### src/rtl/bus_pkg.sv
// Shared types and constants for the multiplexed-bus memory responder.
// Exports the FSM state enum, Rw encodings, bus width and window decode.
package bus_pkg;

    localparam int   BUS_W    = 8;
    localparam logic RW_READ  = 1'b1;
    localparam logic RW_WRITE = 1'b0;

    typedef enum logic [2:0] {
        CLEAR,
        IDLE,
        ADDR,
        RLAT,
        RDRIVE,
        WDONE
    } bus_state_e;

    // 9-bit compare so a window ending at 8'hFF never wraps to 8'h00.
    function automatic logic in_window(
        input logic [BUS_W-1:0] a,
        input logic [BUS_W-1:0] base,
        input int               depth
    );
        logic [BUS_W:0] lo;
        logic [BUS_W:0] hi;
        lo = {1'b0, base};
        hi = lo + 9'(depth);
        return ({1'b0, a} >= lo) && ({1'b0, a} < hi);
    endfunction

endpackage

### src/rtl/bus_mem_array.sv
// DEPTH x 8 single-port byte RAM: synchronous write, registered read.
// Ports: clk, rst (clears read register), we, re, addr, wdata, rdata.
module bus_mem_array
    import bus_pkg::*;
#(
    parameter int DEPTH = 64,
    parameter int AW    = 6
) (
    input  logic             clk,
    input  logic             rst,
    input  logic             we,
    input  logic             re,
    input  logic [AW-1:0]    addr,
    input  logic [BUS_W-1:0] wdata,
    output logic [BUS_W-1:0] rdata
);

    logic [BUS_W-1:0] mem [DEPTH];

    always_ff @(posedge clk) begin
        if (we) begin
            mem[addr] <= wdata;
        end
    end

    always_ff @(posedge clk) begin
        if (rst) begin
            rdata <= '0;
        end else if (re) begin
            rdata <= mem[addr];
        end
    end

endmodule

### src/rtl/bus_mem_responder.sv
// Target-side responder for the CPU's multiplexed 8-bit address/data bus.
// Ports: clk, rst, Bus_In, ALE, Rw, En in; Bus_Out, Bus_Oe, Busy, Hit out.
module bus_mem_responder
    import bus_pkg::*;
#(
    parameter logic [7:0] ADDR_BASE    = 8'h00,
    parameter int         DEPTH        = 64,
    parameter int         READ_LATENCY = 1
) (
    input  logic             clk,
    input  logic             rst,
    input  logic [BUS_W-1:0] Bus_In,
    input  logic             ALE,
    input  logic             Rw,
    input  logic             En,
    output logic [BUS_W-1:0] Bus_Out,
    output logic [BUS_W-1:0] Bus_Oe,
    output logic             Busy,
    output logic             Hit
);

    localparam int AW = (DEPTH > 1) ? $clog2(DEPTH) : 1;
    localparam int CW = 2;

    bus_state_e       state;
    bus_state_e       state_n;
    logic [AW-1:0]    clr_ptr;
    logic [BUS_W-1:0] addr_q;
    logic [CW-1:0]    cnt_q;
    logic [CW-1:0]    cnt_n;
    logic [AW-1:0]    idx;

    logic             mem_we;
    logic             mem_re;
    logic [AW-1:0]    mem_addr;
    logic [BUS_W-1:0] mem_wdata;

    logic             rd_ok;

    // Offset into the RAM; window check already guarantees it is < DEPTH.
    assign idx   = AW'(addr_q - ADDR_BASE);
    assign rd_ok = En && (Rw == RW_READ);

    always_comb begin
        state_n   = state;
        cnt_n     = cnt_q;
        mem_we    = 1'b0;
        mem_re    = 1'b0;
        mem_addr  = idx;
        mem_wdata = Bus_In;
        if (state == CLEAR) begin
            mem_we    = 1'b1;
            mem_addr  = clr_ptr;
            mem_wdata = '0;
            if (clr_ptr == AW'(DEPTH - 1)) begin
                state_n = IDLE;
            end
        end else if (ALE) begin
            state_n = ADDR;
        end else begin
            unique case (state)
                ADDR: begin
                    if (En) begin
                        if (!Hit) begin
                            state_n = WDONE;
                        end else if (Rw == RW_READ) begin
                            mem_re  = 1'b1;
                            cnt_n   = CW'(READ_LATENCY - 1);
                            state_n = (READ_LATENCY == 1) ? RDRIVE : RLAT;
                        end else begin
                            mem_we  = 1'b1;
                            state_n = WDONE;
                        end
                    end
                end
                RLAT: begin
                    if (!rd_ok) begin
                        state_n = IDLE;
                    end else begin
                        cnt_n = cnt_q - 1'b1;
                        if (cnt_q == CW'(1)) begin
                            state_n = RDRIVE;
                        end
                    end
                end
                RDRIVE: begin
                    if (!rd_ok) begin
                        state_n = IDLE;
                    end
                end
                WDONE: begin
                    if (!En) begin
                        state_n = IDLE;
                    end
                end
                default: ;
            endcase
        end
    end

    always_ff @(posedge clk) begin
        if (rst) begin
            state   <= CLEAR;
            clr_ptr <= '0;
            addr_q  <= '0;
            Hit     <= 1'b0;
            cnt_q   <= '0;
            Busy    <= 1'b1;
            Bus_Oe  <= '0;
        end else begin
            state <= state_n;
            cnt_q <= cnt_n;
            if (state == CLEAR) begin
                clr_ptr <= clr_ptr + 1'b1;
            end
            if (state != CLEAR && ALE) begin
                addr_q <= Bus_In;
                Hit    <= in_window(Bus_In, ADDR_BASE, DEPTH);
            end
            Busy   <= (state_n == CLEAR);
            // Drive only while the next state is RDRIVE, so a sampled
            // Rw=0, En=0 or ALE releases the bus on the same edge.
            Bus_Oe <= (state_n == RDRIVE) ? '1 : '0;
        end
    end

    bus_mem_array #(
        .DEPTH (DEPTH),
        .AW    (AW)
    ) u_mem (
        .clk   (clk),
        .rst   (rst),
        .we    (mem_we),
        .re    (mem_re),
        .addr  (mem_addr),
        .wdata (mem_wdata),
        .rdata (Bus_Out)
    );

endmodule

### config.mk
export PLATFORM = sky130hd
export DESIGN_NAME = bus_mem_responder
export DESIGN_NICKNAME = d
export VERILOG_FILES = /design/src/rtl/bus_pkg.sv /design/src/rtl/bus_mem_array.sv /design/src/rtl/bus_mem_responder.sv
export SDC_FILE = /design/constraint.sdc
export NUM_CORES = 1
export LEC_CHECK = 0
export ABC_CLOCK_PERIOD_IN_PS = 3000
export CAP_MARGIN = 25
export CORE_ASPECT_RATIO = 0.7
export CORE_MARGIN = 2
export CORE_UTILIZATION = 56
export DETAILED_ROUTE_END_ITERATION = 8
export HOLD_SLACK_MARGIN = 0.12
export PLACE_DENSITY = 0.84
export SYNTH_ARGS = -nofsm -noshare
export SYNTH_HDL_FRONTEND = slang
export SYNTH_SLANG_ARGS = --single-unit
### constraint.sdc
create_clock -name clk -period 3 [get_ports clk]
set_clock_uncertainty 0.1 [all_clocks]
set_input_delay 0.45 -clock clk [delete_from_list [all_inputs] [get_ports clk]]
set_output_delay 0.45 -clock clk [all_outputs]
set_load 0.05 [all_outputs]
==> run_summary.xml, run 1 <==
<?xml version="1.0" encoding="UTF-8"?>
<metrics>
  <group name="power_and_ir_drop">
    <metric name="p_leak" unit="nW">8.869</metric>
    <metric name="cellPowerDensity" unit="mW/mm²">596.6</metric>
    <metric name="ir_drop" unit="µV">555.0</metric>
  </group>
  <group name="floorplan">
    <metric name="die_w" unit="µm">236.0</metric>
    <metric name="fp.coreArea" unit="mm²">0.03713</metric>
    <metric name="placementRows" unit="">59</metric>
    <metric name="die_h" unit="µm">166.4</metric>
    <metric name="initial_utilization" unit="%">56.82</metric>
    <metric name="design.die.area" unit="mm²">0.03927</metric>
    <metric name="io-pin-count" unit="">31</metric>
  </group>
  <group name="sta">
    <metric name="achievable-frequency" unit="MHz">316.1</metric>
    <metric name="relSlewSlack" unit="%">31.52</metric>
    <metric name="number_of_slew_limit_violations_in_the_final_report" unit="">0</metric>
    <metric name="worst-slew-pin-transition" unit="ns">1.027</metric>
    <metric name="layout_worst_path_cycle_share" unit="%">105.5</metric>
    <metric name="hold_violations" unit="">0</metric>
    <metric name="setup-tns-final" unit="ns">-0.3071</metric>
    <metric name="rsz0062_at_grt" unit="">yes</metric>
    <metric name="final_period_minus_worst_setup_slack" unit="ns">3.164</metric>
    <metric name="setup-violations-final" unit="">10</metric>
    <metric name="finalWorstSetupSlack" unit="ns">-0.1635</metric>
  </group>
  <group name="routing">
    <metric name="avgViaCountPerCell" unit="">6.999</metric>
    <metric name="drc_errors_left" unit="">0</metric>
    <metric name="drt_wl_total" unit="µm">61710</metric>
    <metric name="drt_pre_antenna_iters" unit="">7</metric>
    <metric name="dr.first_iter.drc_count" unit="">3122</metric>
    <metric name="post_drt_wl_per_cell" unit="µm">29.68</metric>
    <metric name="route.antenna.remaining_nets" unit="">0</metric>
    <metric name="route.vias.total" unit="">14550</metric>
  </group>
  <group name="outcome">
    <metric name="run_status" unit="">finished with violations</metric>
    <metric name="failed_checks" unit="">negative setup slack</metric>
  </group>
  <group name="yosys">
    <metric name="synthesis.area" unit="mm²">0.02110</metric>
    <metric name="largest_area_contributor_in_the_synthesized_netlist" unit="">edfxtp_1</metric>
    <metric name="synthesis.instances" unit="">1337</metric>
    <metric name="ys.flop_type" unit="">edfxtp_1</metric>
    <metric name="average_cell_area_after_synthesis" unit="µm²">15.78</metric>
    <metric name="synth_top_cells_by_area" unit="">edfxtp_1 73%, mux2i_1 3.8%, a22oi_1 3.6%</metric>
    <metric name="number_of_enable_flip_flop_cells_after_synthesis" unit="">512</metric>
    <metric name="synth-seq-area-share" unit="%">75.53</metric>
    <metric name="yosys-top-cells-count" unit="">512 x edfxtp_1, 105 x nor2_1, 101 x a22oi_1, 80 x mux2i_1, 67 x nand2_1</metric>
    <metric name="yosys_warnings" unit="">0</metric>
    <metric name="synth_most_common_cell" unit="">edfxtp_1</metric>
    <metric name="synth_seq_cells" unit="">540</metric>
    <metric name="synth_fp_nets" unit="">1352</metric>
    <metric name="asyncSetResetFlopFracSynth" unit="%">0</metric>
    <metric name="yosys.cell_types.count" unit="">60</metric>
    <metric name="proportion_of_netlist_area_held_by_the_largest_area_contributor" unit="%">72.87</metric>
  </group>
  <group name="worst_setup_path">
    <metric name="timing.critical_path.slowest_stage_cell" unit="">or4b_4</metric>
    <metric name="worst_ep_required_time" unit="ns">3.35</metric>
    <metric name="family_with_the_most_delay_on_the_worst_path" unit="">simple AND/OR/NAND/NOR gates</metric>
    <metric name="worstPathBufferInverterCount" unit="">3</metric>
    <metric name="path_common_cell" unit="">buf_4</metric>
    <metric name="cp-start-kind" unit="">register</metric>
    <metric name="critPathMaxFanout" unit="">6</metric>
    <metric name="worstPathCellList" unit="">buf_4, or4b_4, and2_4, buf_4, buf_4, mux2i_1, o22ai_1, o21ai_0, and2_0, a31oi_1</metric>
    <metric name="crit_path_max_incr_delay" unit="ns">0.64</metric>
    <metric name="timing.reg2reg.setup_slack" unit="ns">-0.16</metric>
    <metric name="worst_ep_arrival_time" unit="ns">3.52</metric>
    <metric name="startpoint_to_endpoint_class_of_the_critical_path" unit="">register to register</metric>
    <metric name="setup.worst_path.end_class" unit="">register</metric>
  </group>
  <group name="global_routing">
    <metric name="pin_count_of_the_biggest_net_entering_global_routing" unit="">65</metric>
    <metric name="antenna_found_initial" unit="">1</metric>
    <metric name="gr-total-overflow" unit="">0</metric>
    <metric name="grt_pass1_vias" unit="">13580</metric>
    <metric name="global_route.usage.total" unit="%">30.37</metric>
    <metric name="grt_first_pass_wirelength" unit="µm">88230</metric>
  </group>
  <group name="placed_design">
    <metric name="dpl_worst_slack" unit="ns">-0.2148</metric>
    <metric name="placedCellCount" unit="">1968</metric>
    <metric name="port_buffers" unit="">30</metric>
    <metric name="gp_routability_congestion" unit="">0.9463</metric>
    <metric name="detailed_place.area" unit="mm²">0.02341</metric>
    <metric name="post-dp-hpwl" unit="µm">37170</metric>
  </group>
  <group name="final_layout">
    <metric name="design_area" unit="mm²">0.02541</metric>
    <metric name="post_layout_nonfiller_instances" unit="">2079</metric>
    <metric name="num-nets-final" unit="">1571</metric>
    <metric name="n_antenna_cell" unit="">0</metric>
    <metric name="post_route_cells_drive_above_1_share" unit="%">22.63</metric>
    <metric name="layout-area-overhead-vs-synth" unit="%">20.45</metric>
  </group>
  <group name="clock_network">
    <metric name="clock_sinks" unit="">540</metric>
    <metric name="clock_latency" unit="ns">0.58</metric>
    <metric name="clkTransAtPathRegs" unit="ns">0.07</metric>
    <metric name="cts_made_buffers" unit="">46</metric>
    <metric name="clk_root_buffer_cell" unit="">clkbuf_16</metric>
    <metric name="cts_tree" unit="">yes</metric>
    <metric name="htree_levels" unit="">2</metric>
    <metric name="ctsLongestPathBuffers" unit="">3</metric>
    <metric name="cts-hold-fix-buffers" unit="">0</metric>
  </group>
  <group name="run">
    <metric name="max_cap_viol_count" unit="">0</metric>
  </group>
  <group name="hold_path">
    <metric name="hp-class" unit="">input port to register</metric>
  </group>
</metrics>
## flip-flops by register name, summed over array words and instances (netlist names)
| signal | cells |
|---|---|
| Bus_Oe | 1 |
| clr_ptr | 6 |
| addr_q | 6 |
| Busy | 1 |
| Hit | 1 |
| state | 3 |
| u_mem.rdata | 8 |
| cnt_q | 2 |
| u_mem.mem | 512 |
## per-stage QoR
stage / utilization [%] / total power, mW / hold WS (ns)
3_3_place_gp: 63.04 / 9.148 / 0.3561
6_report: 68.44 / 15.16 / 0.3698
2_1_floorplan: - / 8.790 / 0.3462
3_5_place_dp: 63.04 / 9.176 / 0.3640
4_1_cts: 67.47 / 15.02 / 0.3703
5_1_grt: 68.44 / 15.46 / 0.3847
## tightest hold or removal path, stage by stage
cell and delay, ns:
clkdlybuf4s50_1 0.43, nand3_1 0.08, a21oi_1 0.05
## final cells by class
cell class | instances | area [µm²]
sequential | 540 | 15940
fill | 2175 | 11720
multi-input combinational | 704 | 5022
timing repair buffer | 261 | 2345
clock buffer | 63 | 1291
tap | 488 | 610.6
clock inverter | 20 | 195.2
inverter | 3 | 11.26
## where the power goes
| group | internal (mW) | switching, mW | total [mW] |
|---|---|---|---|
| Sequential | 8.16 | 0.0227 | 8.19 |
| Clock | 3.36 | 2.64 | 5.99 |
| Combinational | 0.389 | 0.594 | 0.983 |
## timing repair
item                       4_1_cts  5_1_grt
gates cloned                     1        4
pin swaps                        3       12
resized for setup               15       35
setup buffers                    8       15
setup endpoints to repair       11      142
## routing by layer
metal | track usage (%) | wire (µm) | vias to the layer above
li1 | - | - | 5785
met1 | 43.29 | 22030 | 6971
met2 | 43.62 | 26070 | 1507
met3 | 10.92 | 10810 | 286
met4 | 10.41 | 2763 | 2
met5 | 0 | 34 | -
## kinds of logic (layout without fill, tap and decap cells)
| kind of cell | count (synthesis) | after routing | share of synthesized area [%] |
|---|---|---|---|
| xor gates and xnor gates | 5 | 5 | 0.2076 |
| buffers and inverters | 96 | 347 | 2.176 |
| adders and majority gates | 2 | 2 | 0.1186 |
| and+or+nand+nor | 277 | 279 | 6.387 |
| DFF | 540 | 540 | 75.53 |
| muxes | 89 | 90 | 4.323 |
| AOI/OAI and AO/OA | 328 | 328 | 11.26 |
## cell usage in the layout, fill, tap and decap left out, types with 4 or more instances in the layout
cell type / count
a21oi_1: 28
a221o_1: 6
a221oi_1: 28
a221oi_2: 6
a22o_1: 28
a22oi_1: 101
a311oi_1: 4
a31oi_1: 33
a31oi_2: 5
a41oi_1: 4
and2_2: 9
and3_1: 4
buf_12: 22
buf_4: 207
bufinv_16: 4
clkbuf_1: 9
clkbuf_16: 50
clkdlybuf4s50_1: 30
clkinv_1: 7
clkinv_2: 8
dfxtp_1: 26
edfxtp_1: 512
mux2_2: 7
mux2i_1: 77
nand2_1: 66
nand2b_1: 10
nand3_1: 14
nand3b_1: 7
nand4_1: 4
nand4b_1: 13
nor2_1: 105
nor3_1: 9
nor3b_1: 7
o211ai_1: 5
o21ai_0: 20
o21ai_1: 6
o21bai_1: 4
o22ai_1: 28
## path summary, 6_finish.rpt
path                   from        endpoint  cells after the start
setup / recovery   state[0]  u_mem.rdata[4]                     10
hold / removal    Bus_In[3]       addr_q[3]                      3
setup reg to reg   state[0]  u_mem.rdata[4]                     10
hold reg to reg    cnt_q[1]        cnt_q[1]                      2
Power figures use the tool's default switching activity.
==> run 2: changes to the inputs <==
- CORE_MARGIN: 2 -> 5
==> run_summary.xml, run 2 (synthesized netlist as in run 1, its figures left out) <==
<?xml version="1.0" encoding="UTF-8"?>
<metrics>
  <group name="floorplan">
    <metric name="design.die.area" unit="mm²">0.04172</metric>
    <metric name="io-pin-count" unit="">31</metric>
    <metric name="placementRows" unit="">59</metric>
    <metric name="fp.coreArea" unit="mm²">0.03721</metric>
    <metric name="die_w" unit="µm">242.0</metric>
    <metric name="die_h" unit="µm">172.4</metric>
    <metric name="initial_utilization" unit="%">56.71</metric>
  </group>
  <group name="clock_network">
    <metric name="clk_root_buffer_cell" unit="">clkbuf_16</metric>
    <metric name="htree_levels" unit="">2</metric>
    <metric name="clock_latency" unit="ns">0.57</metric>
    <metric name="clock_sinks" unit="">540</metric>
    <metric name="clkTransAtPathRegs" unit="ns">0.07</metric>
    <metric name="cts_tree" unit="">yes</metric>
    <metric name="ctsLongestPathBuffers" unit="">3</metric>
    <metric name="cts_made_buffers" unit="">45</metric>
  </group>
  <group name="sta">
    <metric name="relSlewSlack" unit="%">46.44</metric>
    <metric name="rsz0062_at_grt" unit="">yes</metric>
    <metric name="finalWorstSetupSlack" unit="ns">-0.01729</metric>
    <metric name="layout_worst_path_cycle_share" unit="%">100.6</metric>
    <metric name="setup-violations-final" unit="">15</metric>
    <metric name="number_of_slew_limit_violations_in_the_final_report" unit="">0</metric>
    <metric name="final_period_minus_worst_setup_slack" unit="ns">3.017</metric>
    <metric name="worst-slew-pin-transition" unit="ns">0.8034</metric>
    <metric name="hold_violations" unit="">0</metric>
    <metric name="achievable-frequency" unit="MHz">331.4</metric>
  </group>
  <group name="final_layout">
    <metric name="largestRegisters" unit="">u_mem.mem (512), u_mem.rdata (8)</metric>
    <metric name="num-nets-final" unit="">1532</metric>
    <metric name="n_antenna_cell" unit="">0</metric>
    <metric name="design_area" unit="mm²">0.02471</metric>
    <metric name="largest_reg_flops" unit="">512</metric>
    <metric name="max_flop_register" unit="">u_mem.mem</metric>
    <metric name="layout-area-overhead-vs-synth" unit="%">17.13</metric>
    <metric name="post_layout_nonfiller_instances" unit="">2034</metric>
    <metric name="leading_cell_types_in_the_layout_fill_and_taps_excluded" unit="">512 x edfxtp_1, 180 x buf_4, 104 x nor2_1, 101 x a22oi_1, 78 x mux2i_1</metric>
    <metric name="post_route_cells_drive_above_1_share" unit="%">19.02</metric>
    <metric name="finish.utilization" unit="%">66.42</metric>
    <metric name="most_common_cell_after_layout_fill_and_taps_aside" unit="">edfxtp_1</metric>
  </group>
  <group name="power_and_ir_drop">
    <metric name="p_leak" unit="nW">8.545</metric>
    <metric name="ir_drop" unit="µV">490.5</metric>
    <metric name="power_frac_clock" unit="%">38.4</metric>
    <metric name="power.share.sequential" unit="%">55.7</metric>
    <metric name="cellPowerDensity" unit="mW/mm²">594.6</metric>
    <metric name="cellInternalPower" unit="mW">11.56</metric>
    <metric name="comb_power_share" unit="%">5.9</metric>
    <metric name="switching_share" unit="%">21.35</metric>
    <metric name="net_switching_power_of_the_design" unit="mW">3.137</metric>
    <metric name="p_total" unit="mW">14.69</metric>
  </group>
  <group name="worst_setup_path">
    <metric name="cp-start-kind" unit="">register</metric>
    <metric name="worst_ep_required_time" unit="ns">3.17</metric>
    <metric name="startpoint_to_endpoint_class_of_the_critical_path" unit="">register to register</metric>
    <metric name="setup.worst_path.end_class" unit="">register</metric>
    <metric name="critPathMaxFanout" unit="">16</metric>
    <metric name="worst_ep_arrival_time" unit="ns">3.19</metric>
  </group>
  <group name="routing">
    <metric name="avgViaCountPerCell" unit="">6.945</metric>
    <metric name="post_drt_wl_per_cell" unit="µm">29.21</metric>
    <metric name="route.antenna.remaining_nets" unit="">0</metric>
    <metric name="route.vias.total" unit="">14130</metric>
    <metric name="dr.first_iter.drc_count" unit="">2328</metric>
    <metric name="drc_errors_left" unit="">0</metric>
    <metric name="drt_pre_antenna_iters" unit="">5</metric>
    <metric name="drt_wl_total" unit="µm">59420</metric>
  </group>
  <group name="global_routing">
    <metric name="antenna_found_initial" unit="">2</metric>
    <metric name="grt_pass1_vias" unit="">13720</metric>
    <metric name="pin_count_of_the_biggest_net_entering_global_routing" unit="">65</metric>
    <metric name="gr-total-overflow" unit="">0</metric>
    <metric name="global_route.usage.total" unit="%">27.87</metric>
    <metric name="grt_first_pass_wirelength" unit="µm">87200</metric>
  </group>
  <group name="placed_design">
    <metric name="post-dp-hpwl" unit="µm">37330</metric>
    <metric name="port_buffers" unit="">30</metric>
    <metric name="dpl_worst_slack" unit="ns">-0.05596</metric>
    <metric name="detailed_place.area" unit="mm²">0.02327</metric>
    <metric name="gp_routability_congestion" unit="">0.9419</metric>
    <metric name="placedCellCount" unit="">1955</metric>
  </group>
  <group name="outcome">
    <metric name="run_status" unit="">finished with violations</metric>
    <metric name="failed_checks" unit="">negative setup slack</metric>
  </group>
  <group name="run">
    <metric name="max_cap_viol_count" unit="">0</metric>
  </group>
  <group name="hold_path">
    <metric name="hp-class" unit="">input port to register</metric>
  </group>
</metrics>
-- run 2: per-layer routing --
layer	routed length, µm	vias to the layer above	GRT usage (%)
met4	2268	2	9.249
met2	25910	1298	41.49
met1	21580	6950	39.57
met5	13	-	0
li1	-	5695	-
met3	9650	181	9.209
-- run 2: worst paths after layout --
path	start	end	slack, ns	cells after the start
max	state[2]	u_mem.mem[62][0]	-0.02	6
min	Bus_In[2]	addr_q[2]	0.39	3
max reg2reg	state[2]	u_mem.mem[62][0]	-0.02	6
min reg2reg	cnt_q[0]	cnt_q[0]	0.40	2
-- run 2: layout make-up --
class / count / area [µm²]
sequential: 540 / 15940
fill: 2374 / 12490
multi-input combinational: 701 / 4811
timing repair buffer: 226 / 1972
clock buffer: 61 / 1237
tap: 488 / 610.6
clock inverter: 15 / 131.4
inverter: 3 / 11.26
-- run 2: repair_timing --
item	CTS	global route
hold endpoints to repair	0	0
hold buffers	0	0
setup buffers	0	3
pin swaps	0	2
setup endpoints to repair	3	55
gates resized for setup	4	10
-- run 2: critical path, cell delays in order (launching register included) --
cell and delay [ns]:
dfxtp_1 0.32, or3_4 0.50, mux2i_4 0.64, buf_4 0.26, nand2_1 0.40, nor2_1 0.27, buf_4 0.21
-- run 2: power by group through the flow --
| stage | clock (mW) | sequential, mW | combinational (mW) |
|---|---|---|---|
| floorplan | 0 | 8.34 | 0.453 |
| global placement | 0 | 8.34 | 0.798 |
| detailed placement | 0 | 8.35 | 0.821 |
| CTS | 5.65 | 8.18 | 0.833 |
| global route | 5.96 | 8.18 | 0.902 |
| finish | 5.64 | 8.18 | 0.873 |
-- run 2: through the flow --
stage	TNS, ns	hold slack [ns]
after detailed placement	-0.05596	0.3862
after floorplan	0	0.3462
final	-0.1260	0.3898
after CTS	0	0.3673
after global routing	-0.05691	0.3923
after global placement	-0.03322	0.3587
==> variant: new RTL, config.mk and constraints of run 2 <==
Add an input register stage for `Bus_In`, without a reset; this delays it by one clock. The other inputs are not delayed to match.
--- a/src/rtl/bus_mem_responder.sv
+++ b/src/rtl/bus_mem_responder.sv
@@ -21,6 +21,12 @@
 
     localparam int AW = (DEPTH > 1) ? $clog2(DEPTH) : 1;
     localparam int CW = 2;
+
+    logic [BUS_W-1:0] Bus_In_q;
+
+    always_ff @(posedge clk) begin
+        Bus_In_q <= Bus_In;
+    end
 
     bus_state_e       state;
     bus_state_e       state_n;
@@ -47,7 +53,7 @@
         mem_we    = 1'b0;
         mem_re    = 1'b0;
         mem_addr  = idx;
-        mem_wdata = Bus_In;
+        mem_wdata = Bus_In_q;
         if (state == CLEAR) begin
             mem_we    = 1'b1;
             mem_addr  = clr_ptr;
@@ -114,8 +120,8 @@
                 clr_ptr <= clr_ptr + 1'b1;
             end
             if (state != CLEAR && ALE) begin
-                addr_q <= Bus_In;
-                Hit    <= in_window(Bus_In, ADDR_BASE, DEPTH);
+                addr_q <= Bus_In_q;
+                Hit    <= in_window(Bus_In_q, ADDR_BASE, DEPTH);
             end
             Busy   <= (state_n == CLEAR);
             // Drive only while the next state is RDRIVE, so a sampled
Function: same outputs for any inputs over 10 cycles, from zero or initial values and one cycle with rst high; that may be too few to reach the edited logic, so the function may still have changed.
==> variant against run 2 <==
Synthesized area down 1.2%; global-route usage down 1.0 points; core utilization up 0.41 points; sequential cell count up 8; fmax up 1.7%; sequential power up 1%; worst setup slack better by 0.052 ns; wire length down 5.6%; total power up 1.8%; clock power up 4.8%; design area about the same; cell count down 3.1%.
==> variant: results (changes against run 2) <==
** Run status
- Outcome :: finished clean

** GRT
- Initial antenna violation count :: 1 (-1)
- Number of global-route vias before repair :: 12880 (-6.2%)
- The total global routing track utilization is 26.85% (-1.0 points).
- Wire length of the first global-routing pass :: 81970 um (-6.0%)

** Placed design
- The HPWL reported at the end of detailed placement came to 35230 um (-5.6%).
- Routability Congestion :: 1.010 (+7.3%)

** Worst setup path
- CP max stage delay :: 0.54 ns (-0.10 ns)
- The path depth of the worst reg2reg path came to 8 (+2).
- In this run the critical register-to-register path is captured at u_mem.rdata[3].
- The slowest stage of the critical path belongs to the cell a222oi_1.
- The kind of cell with the highest combined delay along the critical path is compound AO/OA/AOI/OAI gates.
- The top fanout value on the critical path is 17 (+1).

** Logic synthesis
- Cell variety after synth :: 57 (-5.0%)
- Synthesized Nets :: 1268 (-6.2%)
- Post-synthesis sequential area ratio :: 77.19% (+1.7 points)
- Biggest area contributors in the synthesized netlist :: edfxtp_1, mux2i_1, dfxtp_1
- Commonest cells in the synthesized netlist :: edfxtp_1, nor2_1, nand2_1, mux2i_1

** Clock tree
- Number of buffers created by CTS :: 47 (+4.4%)
- Maximum level of the CTS H-tree :: 2 (unchanged)
- Insertion delay of the later-clocked pin in the worst-skew pair :: 0.57 ns (about the same)

** Power
- Leakage power summed over all cells :: 9.049 nW (+5.9%)
- Switching fraction of total power :: 20.89% (-0.46 points)
- The maximum vdd ir drop was 541.2 uV (+10%).

** Detailed routing
- First drt pass iteration count :: 6 (+1)
- The detailed router's first-iteration violation count came to 2652 (+14%).
- Final wirelength :: 56080 um (-5.6%)

** STA
- Worst hold margin :: 0.2255 ns (-0.1643 ns)
- The worst max-slew margin expressed relative to the limit was 38.90% (-7.5 points).

** Worst hold path
- The worst hold path begins at Bus_In[4].
- For hold timing, the worst endpoint is Bus_In_q[4].
- The count of cells along the worst hold path came to 1 (-2).

** Cells and area
- The share of final-layout standard cells stronger than drive strength 1 is 20.85% (+1.8 points).
- Post-layout net count :: 1465 (-4.4%)
- Regs by FF count :: u_mem.mem: 512 flops, Bus_In_q: 8 flops, u_mem.rdata: 8 flops
- The number of filler instances in the final layout is 2320 (-2.3%).
[variant: worst max path at each step]
stage,start,end,slack [ns],cells after the start
global route,state[1],u_mem.rdata[7],0.004,10
CTS,state[1],u_mem.rdata[7],0.06,8
floorplan,state[1],u_mem.mem[31][0],0.19,8
finish,state[2],u_mem.rdata[3],0.03,8
detailed placement,state[1],u_mem.rdata[7],-0.01,8
global placement,state[1],u_mem.rdata[3],0.04,8
[variant: kinds of logic after synthesis]
kind of cell	share of synthesized area [%]
and+or+nand+nor	5.497
muxes	4.134
AOI/OAI and AO/OA	10.60
adders and majority gates	0.1200
buffers and inverters	2.250
xor gates and xnor gates	0.2100
DFF	77.19
[variant: cell type report]
type / instances / area (um^2) / area share (%)
clock buffer: 61 / 1279 / 5.174
clock inverter: 20 / 193.9 / 0.7847
inverter: 4 / 15.01 / 0.06075
multi-input combinational: 615 / 4434 / 17.94
sequential: 548 / 16100 / 65.13
tap: 488 / 610.6 / 2.470
timing repair buffer: 234 / 2087 / 8.444
[variant: timing repair]
item,4_1_cts,5_1_grt
setup buffers,0,4
setup endpoints to repair,4,6
resized for setup,2,10
cloned,0,2
pin swaps,1,5
hold buffers,0,0
[variant: routing by layer]
layer	share of wire, %	wire [um]	global-route usage [%]	vias up
met2	44	24590	40.26	1147
met5	0	0	0	-
met1	37	20580	38.41	6457
li1	-	-	-	5469
met4	3.7	2098	9.320	0
met3	16	8813	7.710	166
[variant: through the flow]
| step | area (um^2) | setup TNS [ns] | cells | setup slack (ns) | util, % |
|---|---|---|---|---|---|
| detailed placement | 23110 | -0.02162 | 1884 | -0.01253 | 62.49 |
| floorplan | 20850 | 0 | 1253 | 0.1872 | - |
| finish | 24720 | 0 | 1970 | 0.03434 | 66.83 |
| global route | 24720 | 0 | 1970 | 0.003905 | 66.83 |
| global placement | 23080 | 0 | 1883 | 0.03917 | 62.41 |
| CTS | 24590 | 0 | 1965 | 0.06201 | 66.50 |
[variant: power by group through the flow]
stage	Sequential (W)	Combinational [W]	Clock, W
after floorplan	0.00845	0.000368	0
after global placement	0.00846	0.000677	0
after detailed placement	0.00847	0.000697	0
after CTS	0.00830	0.000706	0.00596
after global routing	0.00830	0.000765	0.00627
final	0.00830	0.000746	0.00591
